`config.mk`:
```
export PLATFORM = sky130hd
export DESIGN_NAME = fetch_ctrl
export DESIGN_NICKNAME = d
export VERILOG_FILES = /design/src/rtl/fetch_ctrl.sv
export SDC_FILE = /design/constraint.sdc
export NUM_CORES = 1
export LEC_CHECK = 0
export ABC_CLOCK_PERIOD_IN_PS = 2050
export BUFFER_PORTS_ARGS = -buffer_cell sky130_fd_sc_hd__buf_2
export CAP_MARGIN = 20
export CORE_ASPECT_RATIO = 0.6
export CORE_MARGIN = 2
export CORE_UTILIZATION = 35
export DETAILED_ROUTE_END_ITERATION = 10
export GPL_TIMING_DRIVEN = 0
export SYNTH_ARGS = -nofsm -noshare
export SYNTH_HDL_FRONTEND = slang
export SYNTH_SLANG_ARGS = --single-unit
```
`constraint.sdc`:
```
create_clock -name clk -period 2.05 [get_ports clk]
set_input_delay 0.205 -clock clk [delete_from_list [all_inputs] [get_ports clk]]
set_output_delay 0.205 -clock clk [all_outputs]
set_load 0.02 [all_outputs]
```
`src/rtl/fetch_ctrl.sv`:
```
// fetch_ctrl: instruction-fetch sequencing controller.
// Loads a program into instruction memory, drains the pipeline, then runs
// the PC / IF-ID register controls from hazard, branch and halt requests.
module fetch_ctrl #(
   parameter int ADDR_W       = 10,
   parameter int FLUSH_CYCLES = 5,
   parameter int MAX_STALL    = 15
) (
   input  logic              clk,
   input  logic              rst,
   input  logic              load_valid,
   input  logic [31:0]       load_data,
   input  logic              load_done,
   output logic              load_ready,
   output logic              imem_we,
   output logic [ADDR_W-1:0] imem_waddr,
   output logic [31:0]       imem_wdata,
   input  logic              hazard,
   input  logic              branch_taken,
   input  logic              halt_req,
   input  logic              resume,
   output logic              pc_freeze,
   output logic              pc_clear,
   output logic              ifid_freeze,
   output logic              ifid_flush,
   output logic              core_run,
   output logic              load_ovf,
   output logic              stall_err
);

   localparam int FC_W = $clog2(FLUSH_CYCLES + 1);
   localparam int SC_W = $clog2(MAX_STALL + 1);

   typedef enum logic [2:0] {
      ST_IDLE  = 3'd0,
      ST_LOAD  = 3'd1,
      ST_FLUSH = 3'd2,
      ST_RUN   = 3'd3,
      ST_HALT  = 3'd4
   } state_t;

   state_t             state_r;
   logic [ADDR_W-1:0]  wptr_r;
   logic [FC_W-1:0]    flush_cnt_r;
   logic [SC_W-1:0]    stall_cnt_r;
   logic               imem_we_r;
   logic [ADDR_W-1:0]  imem_waddr_r;
   logic [31:0]        imem_wdata_r;
   logic               load_ovf_r;
   logic               stall_err_r;

   logic               load_ready_s;
   logic               pc_freeze_s;
   logic               pc_clear_s;
   logic               ifid_freeze_s;
   logic               ifid_flush_s;
   logic               core_run_s;
   logic               accept_s;

   assign accept_s = load_valid & load_ready_s;

   // Control decode: state-based, plus same-cycle RUN priority on requests.
   always_comb begin
      load_ready_s  = 1'b0;
      pc_freeze_s   = 1'b0;
      pc_clear_s    = 1'b0;
      ifid_freeze_s = 1'b0;
      ifid_flush_s  = 1'b0;
      core_run_s    = 1'b0;
      case (state_r)
         ST_IDLE, ST_LOAD: begin
            load_ready_s = 1'b1;
            pc_freeze_s  = 1'b1;
            ifid_flush_s = 1'b1;
         end
         ST_FLUSH: begin
            pc_clear_s   = 1'b1;
            pc_freeze_s  = 1'b1;
            ifid_flush_s = 1'b1;
         end
         ST_RUN: begin
            core_run_s = 1'b1;
            if (halt_req) begin
               pc_freeze_s   = 1'b1;
               ifid_freeze_s = 1'b1;
            end else if (branch_taken) begin
               ifid_flush_s = 1'b1;
            end else if (hazard) begin
               pc_freeze_s   = 1'b1;
               ifid_freeze_s = 1'b1;
            end else begin
               pc_freeze_s   = 1'b0;
               ifid_freeze_s = 1'b0;
            end
         end
         ST_HALT: begin
            load_ready_s  = 1'b1;
            pc_freeze_s   = 1'b1;
            ifid_freeze_s = 1'b1;
         end
         default: begin
            load_ready_s = 1'b1;
            pc_freeze_s  = 1'b1;
            ifid_flush_s = 1'b1;
         end
      endcase
   end

   // Sequencer: state, write pointer, drain/stall counters, loader write port, stickies.
   always_ff @(posedge clk or negedge rst) begin
      if (!rst) begin
         state_r      <= ST_IDLE;
         wptr_r       <= '0;
         flush_cnt_r  <= '0;
         stall_cnt_r  <= '0;
         imem_we_r    <= 1'b0;
         imem_waddr_r <= '0;
         imem_wdata_r <= 32'h0000_0000;
         load_ovf_r   <= 1'b0;
         stall_err_r  <= 1'b0;
      end else begin
         imem_we_r <= 1'b0;
         case (state_r)
            ST_IDLE, ST_LOAD: begin
               if (accept_s) begin
                  imem_we_r    <= 1'b1;
                  imem_waddr_r <= wptr_r;
                  imem_wdata_r <= load_data;
                  wptr_r       <= wptr_r + ADDR_W'(1);
                  if (wptr_r == {ADDR_W{1'b1}}) begin
                     load_ovf_r <= 1'b1;
                  end
                  if (load_done) begin
                     state_r     <= ST_FLUSH;
                     flush_cnt_r <= FC_W'(FLUSH_CYCLES - 1);
                  end else begin
                     state_r <= ST_LOAD;
                  end
               end
            end
            ST_FLUSH: begin
               if (flush_cnt_r == FC_W'(0)) begin
                  state_r     <= ST_RUN;
                  stall_cnt_r <= '0;
               end else begin
                  flush_cnt_r <= flush_cnt_r - FC_W'(1);
               end
            end
            ST_RUN: begin
               if (halt_req) begin
                  state_r <= ST_HALT;
               end else if (branch_taken) begin
                  stall_cnt_r <= '0;
               end else if (hazard) begin
                  // The MAX_STALL-th consecutive hazard cycle is the one that trips the timeout.
                  if (stall_cnt_r == SC_W'(MAX_STALL - 1)) begin
                     stall_err_r <= 1'b1;
                     state_r     <= ST_HALT;
                  end
                  stall_cnt_r <= stall_cnt_r + SC_W'(1);
               end else begin
                  stall_cnt_r <= '0;
               end
            end
            ST_HALT: begin
               // A loader word outranks resume and restarts the program from address 0.
               if (accept_s) begin
                  imem_we_r    <= 1'b1;
                  imem_waddr_r <= '0;
                  imem_wdata_r <= load_data;
                  wptr_r       <= ADDR_W'(1);
                  load_ovf_r   <= 1'b0;
                  stall_err_r  <= 1'b0;
                  stall_cnt_r  <= '0;
                  if (load_done) begin
                     state_r     <= ST_FLUSH;
                     flush_cnt_r <= FC_W'(FLUSH_CYCLES - 1);
                  end else begin
                     state_r <= ST_LOAD;
                  end
               end else if (resume) begin
                  state_r     <= ST_RUN;
                  stall_cnt_r <= '0;
               end
            end
            default: begin
               state_r <= ST_IDLE;
            end
         endcase
      end
   end

   assign load_ready  = load_ready_s;
   assign pc_freeze   = pc_freeze_s;
   assign pc_clear    = pc_clear_s;
   assign ifid_freeze = ifid_freeze_s;
   assign ifid_flush  = ifid_flush_s;
   assign core_run    = core_run_s;
   assign imem_we     = imem_we_r;
   assign imem_waddr  = imem_waddr_r;
   assign imem_wdata  = imem_wdata_r;
   assign load_ovf    = load_ovf_r;
   assign stall_err   = stall_err_r;

endmodule

```
# ---- Word level (Yosys, flattened, before mapping)
# Index checks and enable logic that the tools add are counted.
dict set report classes {
  eq_ne 21
  n_bitwise 1
  muxes 49
  add_sub_neg 3
  n_reduce_logical 16
}
# cell n
set ops {}
lappend ops {{$mux 10} 4}
lappend ops {{$pmux 10 s2} 2}
lappend ops {{$mux 3} 11}
lappend ops {{$mux 4} 6}
lappend ops {{$mux 1} 18}
lappend ops {{$ne 2x2->1 const B} 9}
lappend ops {{$ne 3x3->1 const B} 4}
lappend ops {{$pmux 3 s4} 1}
lappend ops {{$pmux 4 s3} 1}
lappend ops {{$reduce_and 4->1} 3}
lappend ops {{$reduce_and 6->1} 2}
lappend ops {{$add 10x1->10 const B} 1}
lappend ops {{$eq 10x10->1 const B} 1}
lappend ops {{$pmux 1 s2} 4}
lappend ops {{$eq 3x2->1 const B} 2}
lappend ops {{$logic_not 3->1} 2}
lappend ops {{$pmux 3 s2} 1}
lappend ops {{$reduce_bool 2->1} 3}
lappend ops {{$add 4x1->4 const B} 1}
lappend ops {{$eq 4x4->1 const B} 1}
lappend ops {{$ne 2x1->1 const B} 2}
lappend ops {{$reduce_or 2->1} 2}
lappend ops {{$eq 3x1->1 const B} 1}
lappend ops {{$eq 3x3->1 const B} 1}
lappend ops {{other kinds (7)} 7}
dict set report totals {
  output_inout_bits 51
  reg_bits 65
}

# ---- Longest topological paths before layout
dict set report depth {
  ltp_word 6
  ltp_mapped 7
  mapped_depth_nobuf 7
}

# ---- Worst setup path after synthesis
# No wires, ideal clock.
dict set report synth_path {
  path_kind {register to register}
  from {register flush_cnt_r[0]}
  to {register flush_cnt_r[0]}
  period_less_slack_ns 1.822
  path_stages_with_launch 8
  path_slack_ns 0.228
  required_time_ns 1.925
  path_buffers 0
  arrival_ns 1.698
  path_cell_list {dfrtp_1 -> inv_1 -> ha_1 -> ha_1 -> or3b_1 -> a21boi_0 -> o22a_1 -> mux2_2}
}
dict set report synth_via {
  elab_chain_len 3
  elab_cells_between_ends 6
  classes_between {1 x add/sub; 1 x eq/ne; 2 x mux; 2 x reduce/logical}
}
# item line
set synth_lines {}
lappend synth_lines {{start: declaration} 44} ;# logic [FC_W-1:0] flush_cnt_r;
lappend synth_lines {{start signal: assignment} 135} ;# flush_cnt_r <= FC_W'(FLUSH_CYCLES - 1);
lappend synth_lines {{start signal: assignment} 146} ;# flush_cnt_r <= flush_cnt_r - FC_W'(1);
lappend synth_lines {{start signal: assignment} 177} ;# flush_cnt_r <= FC_W'(FLUSH_CYCLES - 1);
lappend synth_lines {{$sub 3x1->3 or $logic_not 3->1 (tied branches)} {146, 142}}
lappend synth_lines {{$mux 3 or $ne 2x2->1 (tied branches)} n/a}
lappend synth_lines {{$pmux 3 s2 or $reduce_and 4->1 (tied branches)} n/a}
# Parallel ways exist; a longest one is shown, timed or not. The select of a mux whose other input is x is not followed.
# A chain may end at the register's enable or synchronous reset.

# ---- Worst setup path in the final report
# Ends and elaborated chain as after synthesis.

==> metrics <==
register area share after synthesis 0.5628; CP Launch Type flop; Multi-input gate area 1164 sq um; synth top area cells dfrtp_1 (56%), mux2_2 (12%), a22o_1 (3.0%); fmax 524.3 MHz; syn nets 286; IO Port Bufs 90; DIE AREA 9025 sq um; remaining antenna violation count 0; PD cells 1580 nW/um^2; clock sinks 65; gr ovfl total 0; crit-path cells inv_1, ha_1, ha_2, or3b_1, a21boi_0, o22a_1, mux2_2; Max-Cap Viols 0; Layout area overhead 30.78%; ys async rst share 1.000; Crit Path Class reg2reg; largest net degree at the start of global routing 66; gpl congestion 0.8564; outcome finished, violations left; CP Data Required Time 2.25 ns; CP Max Fanout 4; Min-Delay Path Class in2async; router iterations before antenna repair 4; final WL 6233 microns; number of global-route vias before repair 2039; Hold Fails Final Rpt 16; Most used DFF post-synth dfrtp_1; Leakage 1.801 nW; worst r2r src flush_cnt_r[0]$_DFFE_PN0P_; Placed Cells 439; clock latency on the worst-skew pair 0.32 ns; TritonCTS clock tree yes; most common cell after layout, fill and taps aside buf_2; wire per inst 13.70 microns; CTS H-tree lvls 3; Vias 2267; number of synthesized register bits 65; Reg clk slew, reported paths 0.05 ns; crit share post-route 0.9303; Register Area 1627 sq um; Placement Cell Area 3478 sq um; post-synth top area share 0.5628; CTS buffer count 9; Finished Cell Area 3780 sq um; Max clock buf depth 2; CP Capture Type flop; Hold WS -0.04320 ns; HPWL after DPL 4572 microns; Post-synth EDFFs 0; R2R depth 7; min Tclk post-route 1.907 ns; # IOs 91; Die Wd 121.3 microns; Final Setup Violations 0; Arrival @ worst endpoint 2.11 ns; Initial Utilization 0.3638; Netlist cell types 51; Slew @ Worst Pin 0.8274 ns; Core Area 7945 sq um; critical path's slowest cell or3b_1; DR iter-0 viols 116; Synth Warn # 0; setup bufs post-CTS 0; setup TNS 0 ns; Residual DRC 0; initial antenna violation count 0; Final Non-Filler Cells 455; share of layout cells above drive strength 1 0.4352; Post-Syn Instances 241; clock skew 0.006275 ns; cell taking the most area after synthesis dfrtp_1; global-route wire length before repair 9908 microns; VDD IR max 0.8283 mV; antenna cell count 0; max-slew violations 0; vias per cell 4.982; failing checks negative hold slack; Total Routing Usage GR 0.1444; Worst slew margin 0.4484; Post-layout nets 387; most frequent cells in the layout buf_2 (93), dfrtp_1 (65), mux2_2 (32); Filler cells 756; RSZ-0062 raised after global routing no; Crit. Startpoint flush_cnt_r[0]$_DFFE_PN0P_; syn avg cell area 11.99 sq um; row count 25; Netlist Area Pre-Place 2890 sq um; Root Buffer clkbuf_16; Die H 74.39 microns; crit-path max cell delay 0.38 ns
==> state kept, by name, summed over array words and instances (netlist names) <==
register / flops
stall_err: 1
wptr_r: 10
imem_waddr: 10
flush_cnt_r: 3
stall_cnt_r: 4
imem_wdata: 32
state_r: 3
imem_we: 1
load_ovf: 1
==> cells by family after synthesis <==
kind of cell,after synthesis,synth area share
AO/OA/AOI/OAI,49,0.1169
XOR/XNOR,3,0.009093
adder cells (fa/ha/maj),5,0.02165
buffers and inverters,24,0.03549
flip-flops,65,0.5628
multiplexers,33,0.1286
AND/OR/NAND/NOR,62,0.1255
==> area by class of cell <==
| class | count | share of cell area |
|---|---|---|
| buffer | 9 | 0.01225 |
| clock buffer | 12 | 0.06521 |
| clock inverter | 4 | 0.01390 |
| inverter | 15 | 0.01490 |
| multi-input combinational | 152 | 0.3078 |
| sequential | 65 | 0.4303 |
| tap | 108 | 0.03575 |
| timing repair buffer | 90 | 0.1198 |
==> timing repair <==
item / CTS / global route
gates resized for setup: 0 / 1
setup endpoints to repair: 0 / 1
hold buffers: 0 / 0
==> power breakdown <==
group / internal [W] / total (W) / leakage [nW] / switching, W
sequential: 0.00179 / 0.00209 / 0.807 / 0.000295
clock: 0.000976 / 0.00150 / 0.147 / 0.000523
combinational: 0.000997 / 0.00239 / 0.847 / 0.00139
total: 0.00377 / 0.00597 / 1.80 / 0.00221
==> per-layer routing <==
layer	track usage	up-vias	wire, microns
met5	0	-	0
met4	0.06513	0	108
li1	-	1085	-
met1	0.1983	1100	3079
met2	0.2085	73	2626
met3	0.04908	9	418
==> final timing paths <==
path	to	slack (ns)
min in group clk	imem_wdata[18]$_DFFE_PN0P_	0.11
worst min register to register	imem_wdata[25]$_DFFE_PN0P_	0.48
max in group asynchronous	imem_waddr[4]$_DFFE_PN0P_	1.52
worst max-delay path	flush_cnt_r[0]$_DFFE_PN0P_	0.14
worst max register to register	flush_cnt_r[0]$_DFFE_PN0P_	0.14
worst min-delay path	stall_cnt_r[2]$_DFFE_PN0P_	-0.04
==> cell usage after synthesis, drive strengths merged, types with 2 or more instances <==
cell type / instances
nand2b: 3
nand2: 11
o31ai: 2
a21oi: 11
ha: 5
dfrtp: 65
nor2: 10
xor2: 2
nor3: 2
and2: 2
o22ai: 2
nor2b: 4
inv: 15
clkbuf: 3
and3: 2
nand3: 7
a211oi: 2
o21ai: 9
mux2: 33
buf: 6
a22o: 10
nand4: 6
o211ai: 2
or3: 5
or4: 3
==> stage by stage <==
| stage | utilization | setup slack [ns] | power, W |
|---|---|---|---|
| final | 0.4757 | 0.1429 | 0.005972 |
| after detailed placement | 0.4378 | 0.1088 | 0.004521 |
| after CTS | 0.4754 | 0.09214 | 0.006051 |
| after global routing | 0.4757 | 0.02037 | 0.006377 |
| after global placement | 0.4375 | 0.09717 | 0.004467 |
| after floorplan | - | 0.2277 | 0.003729 |
==> worst max-delay path, delay by kind of cell (launching register included) <==
kind | cells | cell delay, ns
buffers and inverters | 1 | 0.04
AOI/OAI and AO/OA | 2 | 0.36
adders and majority gates | 2 | 0.40
and+or+nand+nor | 1 | 0.38
DFF | 1 | 0.34
muxes | 1 | 0.27
Note: power is estimated with default switching activity, not from simulation.
